### config.mk
export PLATFORM = sky130hd
export DESIGN_NAME = spi_slave_core
export DESIGN_NICKNAME = d
export VERILOG_FILES = /design/src/rtl/spi_slave_core.sv
export SDC_FILE = /design/constraint.sdc
export NUM_CORES = 1
export LEC_CHECK = 0
export ABC_AREA = 1
export CELL_PAD_IN_SITES_DETAIL_PLACEMENT = 1
export CELL_PAD_IN_SITES_GLOBAL_PLACEMENT = 1
export CORE_AREA = 4 4 158 160
export CTS_CLUSTER_DIAMETER = 50
export DETAILED_ROUTE_END_ITERATION = 8
export DIE_AREA = 0 0 162 164
export PLACE_DENSITY = 0.79
export SLEW_MARGIN = 10
export SYNTH_ARGS = -nofsm -noshare
export SYNTH_HDL_FRONTEND = slang
export SYNTH_SLANG_ARGS = --single-unit
### constraint.sdc
create_clock -name wb_clk_in -period 2.15 [get_ports wb_clk_in]
set_input_delay 0.3225 -clock wb_clk_in [delete_from_list [all_inputs] [get_ports wb_clk_in]]
set_output_delay 0.3225 -clock wb_clk_in [all_outputs]
set_load 0.01 [all_outputs]
### src/rtl/spi_slave_core.sv
`timescale 1ns/1ps
// SPI slave endpoint: oversampled sclk/mosi/ss_n, 1..MAX_LEN bit characters,
// buffered miso transmit word and valid/ack receive word.
module spi_slave_core #(
  parameter int MAX_LEN     = 32,
  parameter int SYNC_STAGES = 2
) (
  input  logic               wb_clk_in,
  input  logic               wb_rst_in,
  input  logic               sclk_in,
  input  logic               ss_n_in,
  input  logic               mosi_in,
  output logic               miso_out,
  output logic               miso_oe,
  input  logic [4:0]         char_len,
  input  logic               lsb,
  input  logic               tx_neg,
  input  logic               rx_neg,
  input  logic [MAX_LEN-1:0] tx_data,
  input  logic               tx_load,
  output logic               tx_empty,
  output logic [MAX_LEN-1:0] rx_data,
  output logic               rx_valid,
  input  logic               rx_ack,
  output logic               rx_overrun,
  output logic               tx_underrun,
  output logic               frame_err
);

  localparam int CW = $clog2(MAX_LEN + 1);
  localparam int IW = $clog2(MAX_LEN);

  typedef enum logic {S_IDLE, S_ACTIVE} state_t;

  state_t r_state, w_state_nxt;

  logic [SYNC_STAGES-1:0] r_sclk_s, r_ss_s, r_mosi_s;
  logic r_sclk_d, r_ss_d;

  logic [CW-1:0]      r_len, r_bit_cnt, r_tx_idx;
  logic               r_lsb, r_txneg, r_rxneg;
  logic [MAX_LEN-1:0] r_tx_buf, r_tx_sh, r_rx_sh, r_rx_data;
  logic               r_tx_empty, r_rx_valid, r_miso;
  logic               r_fresh, r_skip;
  logic               r_ovr, r_udr, r_ferr;

  logic w_sclk, w_ss, w_mosi;
  logic w_ss_fall, w_ss_rise, w_sclk_rise, w_sclk_fall;
  logic w_start, w_end, w_act, w_smp, w_drv, w_drv_ok;
  logic w_done, w_reload, w_adv, w_load_sh;
  logic [CW-1:0]      w_len_in;
  logic [MAX_LEN-1:0] w_sh_new, w_rx_nxt;

  // Bit k in transmission order of an n-bit word.
  function automatic logic f_bit(input logic [MAX_LEN-1:0] w,
                                 input logic [CW-1:0] k,
                                 input logic [CW-1:0] n,
                                 input logic l);
    logic [(2**CW)-1:0] we;
    logic [CW-1:0]      p;
    we = (2**CW)'(w);
    p  = l ? k : (n - k - CW'(1));
    return we[p];
  endfunction

  always_ff @(posedge wb_clk_in or negedge wb_rst_in) begin
    if (!wb_rst_in) begin
      r_sclk_s <= '0;
      r_ss_s   <= '1;
      r_mosi_s <= '0;
      r_sclk_d <= 1'b0;
      r_ss_d   <= 1'b1;
    end else begin
      r_sclk_s <= {r_sclk_s[SYNC_STAGES-2:0], sclk_in};
      r_ss_s   <= {r_ss_s[SYNC_STAGES-2:0], ss_n_in};
      r_mosi_s <= {r_mosi_s[SYNC_STAGES-2:0], mosi_in};
      r_sclk_d <= w_sclk;
      r_ss_d   <= w_ss;
    end
  end

  assign w_sclk      = r_sclk_s[SYNC_STAGES-1];
  assign w_ss        = r_ss_s[SYNC_STAGES-1];
  assign w_mosi      = r_mosi_s[SYNC_STAGES-1];
  assign w_sclk_rise = w_sclk & ~r_sclk_d;
  assign w_sclk_fall = ~w_sclk & r_sclk_d;
  assign w_ss_fall   = ~w_ss & r_ss_d;
  assign w_ss_rise   = w_ss & ~r_ss_d;

  assign w_len_in  = (char_len == '0) ? CW'(MAX_LEN) : CW'(char_len);
  assign w_start   = (r_state == S_IDLE) & w_ss_fall;
  assign w_end     = (r_state == S_ACTIVE) & w_ss_rise;
  assign w_act     = (r_state == S_ACTIVE) & ~w_ss_rise;
  assign w_smp     = w_act & (r_rxneg ? w_sclk_fall : w_sclk_rise);
  assign w_drv     = w_act & (r_txneg ? w_sclk_fall : w_sclk_rise);
  // first drive edge is skipped only if it comes before any sample edge
  assign w_drv_ok  = w_drv & ~(r_skip & ~w_smp);
  assign w_done    = w_smp & ((r_bit_cnt + CW'(1)) == r_len);
  assign w_reload  = w_drv_ok & (r_fresh | w_done);
  assign w_adv     = w_drv_ok & (r_tx_idx != (r_len - CW'(1)));
  assign w_load_sh = w_start | w_reload;
  assign w_sh_new  = r_tx_empty ? '0 : r_tx_buf;

  always_comb begin
    w_rx_nxt = r_rx_sh;
    if (r_lsb) w_rx_nxt[r_bit_cnt[IW-1:0]] = w_mosi;
    else       w_rx_nxt = {r_rx_sh[MAX_LEN-2:0], w_mosi};
  end

  always_ff @(posedge wb_clk_in or negedge wb_rst_in) begin
    if (!wb_rst_in) r_state <= S_IDLE;
    else            r_state <= w_state_nxt;
  end

  always_comb begin
    w_state_nxt = r_state;
    unique case (r_state)
      S_IDLE:   if (w_ss_fall) w_state_nxt = S_ACTIVE;
      S_ACTIVE: if (w_ss_rise) w_state_nxt = S_IDLE;
      default:  w_state_nxt = S_IDLE;
    endcase
  end

  always_comb begin
    miso_oe = (r_state == S_ACTIVE);
  end

  always_ff @(posedge wb_clk_in or negedge wb_rst_in) begin
    if (!wb_rst_in) begin
      r_len      <= '0;
      r_bit_cnt  <= '0;
      r_tx_idx   <= '0;
      r_lsb      <= 1'b0;
      r_txneg    <= 1'b0;
      r_rxneg    <= 1'b0;
      r_tx_buf   <= '0;
      r_tx_sh    <= '0;
      r_rx_sh    <= '0;
      r_rx_data  <= '0;
      r_tx_empty <= 1'b1;
      r_rx_valid <= 1'b0;
      r_miso     <= 1'b0;
      r_fresh    <= 1'b0;
      r_skip     <= 1'b0;
      r_ovr      <= 1'b0;
      r_udr      <= 1'b0;
      r_ferr     <= 1'b0;
    end else begin
      r_ovr  <= w_done & r_rx_valid & ~rx_ack;
      r_udr  <= w_load_sh & r_tx_empty;
      r_ferr <= w_end & (r_bit_cnt != '0);
      if (tx_load) begin
        r_tx_buf   <= tx_data;
        r_tx_empty <= 1'b0;
      end else if (w_load_sh) begin
        r_tx_empty <= 1'b1;
      end
      if (w_load_sh) r_tx_sh <= w_sh_new;
      if (w_start) begin
        r_len     <= w_len_in;
        r_lsb     <= lsb;
        r_txneg   <= tx_neg;
        r_rxneg   <= rx_neg;
        r_bit_cnt <= '0;
        r_rx_sh   <= '0;
        r_tx_idx  <= '0;
        r_fresh   <= 1'b0;
        r_skip    <= 1'b1;
        r_miso    <= f_bit(w_sh_new, '0, w_len_in, lsb);
      end
      if (w_end) begin
        r_miso    <= 1'b0;
        r_bit_cnt <= '0;
      end
      if (w_smp | w_drv) r_skip <= 1'b0;
      if (w_smp) begin
        if (w_done) begin
          r_bit_cnt <= '0;
          r_rx_sh   <= '0;
          r_rx_data <= w_rx_nxt;
          r_fresh   <= 1'b1;
        end else begin
          r_bit_cnt <= r_bit_cnt + CW'(1);
          r_rx_sh   <= w_rx_nxt;
        end
      end
      if (w_reload) begin
        r_tx_idx <= '0;
        r_fresh  <= 1'b0;
        r_miso   <= f_bit(w_sh_new, '0, r_len, r_lsb);
      end else if (w_adv) begin
        r_tx_idx <= r_tx_idx + CW'(1);
        r_miso   <= f_bit(r_tx_sh, r_tx_idx + CW'(1), r_len, r_lsb);
      end
      if (w_done)      r_rx_valid <= 1'b1;
      else if (rx_ack) r_rx_valid <= 1'b0;
    end
  end

  assign miso_out    = r_miso;
  assign tx_empty    = r_tx_empty;
  assign rx_data     = r_rx_data;
  assign rx_valid    = r_rx_valid;
  assign rx_overrun  = r_ovr;
  assign tx_underrun = r_udr;
  assign frame_err   = r_ferr;

endmodule

==> flow_summary.json <==
{
  "cpMaxStageDelayCell": "dfrtp_2",
  "path_max_fanout": 4,
  "num_vias": 8804,
  "place.gp.congestion": 0.8961,
  "rows": 56,
  "ir_worst_vdd_v": 0.0005232,
  "wl_um": 30560,
  "area_growth_pct": 30.29,
  "p_per_area_nw_per_um2": 1158,
  "cts_made_buffers": 17,
  "syn_nets": 1265,
  "worstSetupStartpoint": "r_tx_idx[0]",
  "cp.required_ns": 2.51,
  "worst_path_most_repeated_cell": "nand2_1",
  "worst_slew_pin_slew_ns": 0.5253,
  "async_reset_ff_share_pct": 100.0,
  "rr_startpoint": "r_tx_idx[0]",
  "die_y_um": 164,
  "antennaDiodeCount": 0,
  "firstDrtPassIters": 5,
  "syn_area_um2": 9080,
  "cts.sinks": 166,
  "cp.buffers_inverters": 1,
  "layout_min_cycle_time_ns": 2.350,
  "portBuffers": 85,
  "grt_max_degree": 50,
  "groute.usage.overall_pct": 22.56,
  "crit_arrival_ns": 2.71,
  "core_um2": 23400,
  "nets": 1405,
  "cts_max_level": 4,
  "rr_endpoint": "miso_out",
  "ys.flop_type": "dfrtp_1",
  "path_cells": "ha_4, nand2_4, nor2_4, xor2_2, ha_4, nand2_1, inv_1, nand4_1, nand3_1, nand2_1, nand3_1, nand2_1, nand2_2, nor2_2, nand2_1, nand2_1, nand2_1, a21oi_2",
  "rsz0062_at_grt": "yes",
  "worstSkewPairLatency_ns": 0.44,
  "drive_above_1_share_pct": 16.35,
  "wl_per_cell_um": 18.22,
  "synth_seq_area_share_pct": 45.80,
  "start_util_pct": 38.80,
  "dpl.hpwl_um": 21810,
  "drcViolationCount": 0,
  "clock.fmax_mhz": 425.5,
  "yosys-top-cells-area": "dfrtp_1 (45%), nand2_1 (14%), o21ai_0 (9.1%)",
  "final_common_cell": "nand2_1",
  "ff2ff_path_depth": 18,
  "p_leak_nw": 5.571,
  "dieArea_um2": 26570,
  "die_w_um": 162,
  "fin_worst_skew_ns": 0.01679,
  "ff2ff_setup_slack_ns": -0.20,
  "critPathKind": "reg -> reg",
  "pin_count": 86,
  "crit_family": "simple AND/OR/NAND/NOR gates",
  "critPathMaxStageDelay_ns": 0.46,
  "grt_remaining_overflow": 0,
  "setup_viol": 24,
  "cp-start-kind": "flip-flop",
  "maxSlewViolCount": 0,
  "synth_top_area_share_pct": 44.65,
  "cp-endpoint": "miso_out",
  "dpl-instance-area_um2": 10760,
  "synth_edf_count": 0,
  "ys_types": 36,
  "dpl.cell_count": 1627,
  "maxCapViolations": 0,
  "whs_ns": 0.3062,
  "drtAntennaViolNets": 0,
  "synth_top_cell_by_area": "dfrtp_1",
  "cts_tree": "built",
  "clockBufferDepth": 2,
  "failed_checks": "setup timing",
  "yosys_register_bits": 166,
  "grt_pass1_vias": 8994,
  "clk_pin_slew_ns": 0.08,
  "fin_ws_ns": -0.2001,
  "cp-end-kind": "flip-flop",
  "drt_iter0_drc": 546,
  "cp.depth": 18,
  "root_buffer": "clkbuf_16",
  "status": "finished, violations left",
  "antenna_found_initial": 0,
  "avgSynthCellArea_um2": 7.535,
  "min_path_type": "in -> reg",
  "max_slew_margin_pct": 64.94,
  "layout_common_cells": "nand2_1 (323), o21ai_0 (161), dfrtp_1 (159)",
  "fill_cells": 2904,
  "hold_viol_final": 0,
  "fin_area_um2": 11830,
  "grt_pass1_wl_um": 48180,
  "final-instance-count-excl-fill": 1677,
  "synth_cells": 1205,
  "yosysWarningCount": 0,
  "period_share_pct": 109.3,
  "viasPerCell": 5.250
}
## sequential cells by signal (all words and copies together), names as in the netlist, 2 cells and up
signal	cells
r_bit_cnt	6
r_tx_idx	6
r_rx_sh	32
r_tx_buf	32
rx_data	32
r_mosi_s	2
r_sclk_s	2
r_tx_sh	32
r_len	6
r_ss_s	2
## routing by layer
layer,global-route usage (%),vias to the layer above,wire (um)
met2,39.31,189,15530
met4,6.113,0,632
met1,29.65,4339,13320
li1,-,4237,-
met5,0,-,0
met3,3.112,39,1076
## power by group
part / switching [mW] / total [mW] / leakage, nW / internal (mW)
Clock: 1.48 / 3.08 / 0.281 / 1.60
Combinational: 3.59 / 6.13 / 3.15 / 2.54
Sequential: 0.550 / 4.49 / 2.14 / 3.94
Total: 5.62 / 13.7 / 5.57 / 8.08
## repair_timing
item,in CTS,in global routing
setup buffers,4,5
resized for setup,9,46
hold endpoints to repair,32,0
hold buffers,1,0
setup endpoints to repair,28,47
cloned,0,8
pin swaps,5,15
## synth_stat cells, types with 2 or more instances
library cell  count
buf_6             4
inv_2            11
nand2_1         332
xor2_1            2
clkbuf_1         29
inv_1           135
nor3_1            4
a21oi_1          24
or2_2             2
nand4_1           8
nor2_1           70
dfrtp_1         162
o22ai_1          25
o21ai_2          10
nand3b_1          2
buf_2            19
dfstp_2           4
o21ai_0         166
nor2_2            3
mux2_2           18
nand2_4           2
nand3_1         121
ha_1             12
o21ai_1          10
o311ai_0         16
nand2_2           4
## cell type report
cell class / count / area (um2) / area share, %
well taps: 319 / 399.1 / 3.374
clock buffers: 19 / 452.9 / 3.829
clock inverters: 13 / 126.4 / 1.068
inverters: 148 / 575.6 / 4.865
multi-input cells: 839 / 4379 / 37.02
flip-flops and latches: 166 / 4163 / 35.19
repair buffers: 173 / 1734 / 14.66
## through the flow
step / power (mW) / util [%] / worst slack, ns / TNS, ns
2_1_floorplan: 7.870 / - / -0.006715 / -0.006715
3_3_place_gp: 9.941 / 45.98 / -0.1959 / -0.6097
3_5_place_dp: 10.15 / 45.98 / -0.2866 / -1.261
4_1_cts: 13.47 / 48.86 / -0.1837 / -0.1837
5_1_grt: 14.77 / 50.55 / -0.4223 / -5.608
6_report: 13.70 / 50.55 / -0.2001 / -0.5902
## worst min-delay path by stage
stage,start,to,slack [ns],depth (start not counted)
2_1_floorplan,wb_rst_in,frame_err,0.03,0
3_3_place_gp,wb_rst_in,rx_data[23],0.25,1
3_5_place_dp,wb_rst_in,rx_data[23],0.25,1
4_1_cts,ss_n_in,r_ss_s[0],0.29,1
5_1_grt,ss_n_in,r_ss_s[0],0.31,1
6_report,ss_n_in,r_ss_s[0],0.31,1
## worst register-to-register path: stages (launching register included)
cell and delay [ns]:
dfrtp_2 0.46, ha_4 0.19, nand2_4 0.08, nor2_4 0.04, xor2_2 0.21, ha_4 0.24
nand2_1 0.06, inv_1 0.05, nand4_1 0.08, nand3_1 0.09, nand2_1 0.08, nand3_1 0.07
nand2_1 0.09, nand2_2 0.07, nor2_2 0.10, nand2_1 0.09, nand2_1 0.07, nand2_1 0.06
a21oi_2 0.14
## cell families after synthesis
group | Yosys count | synth area share (%)
adders and majority gates | 13 | 1.874
muxes | 18 | 2.232
xor gates and xnor gates | 2 | 0.1930
DFF | 166 | 45.80
buffers and inverters | 200 | 8.888
and+or+nand+nor | 551 | 25.38
AOI/OAI and AO/OA | 255 | 15.63
No activity file was read; power rests on OpenSTA's default activity.
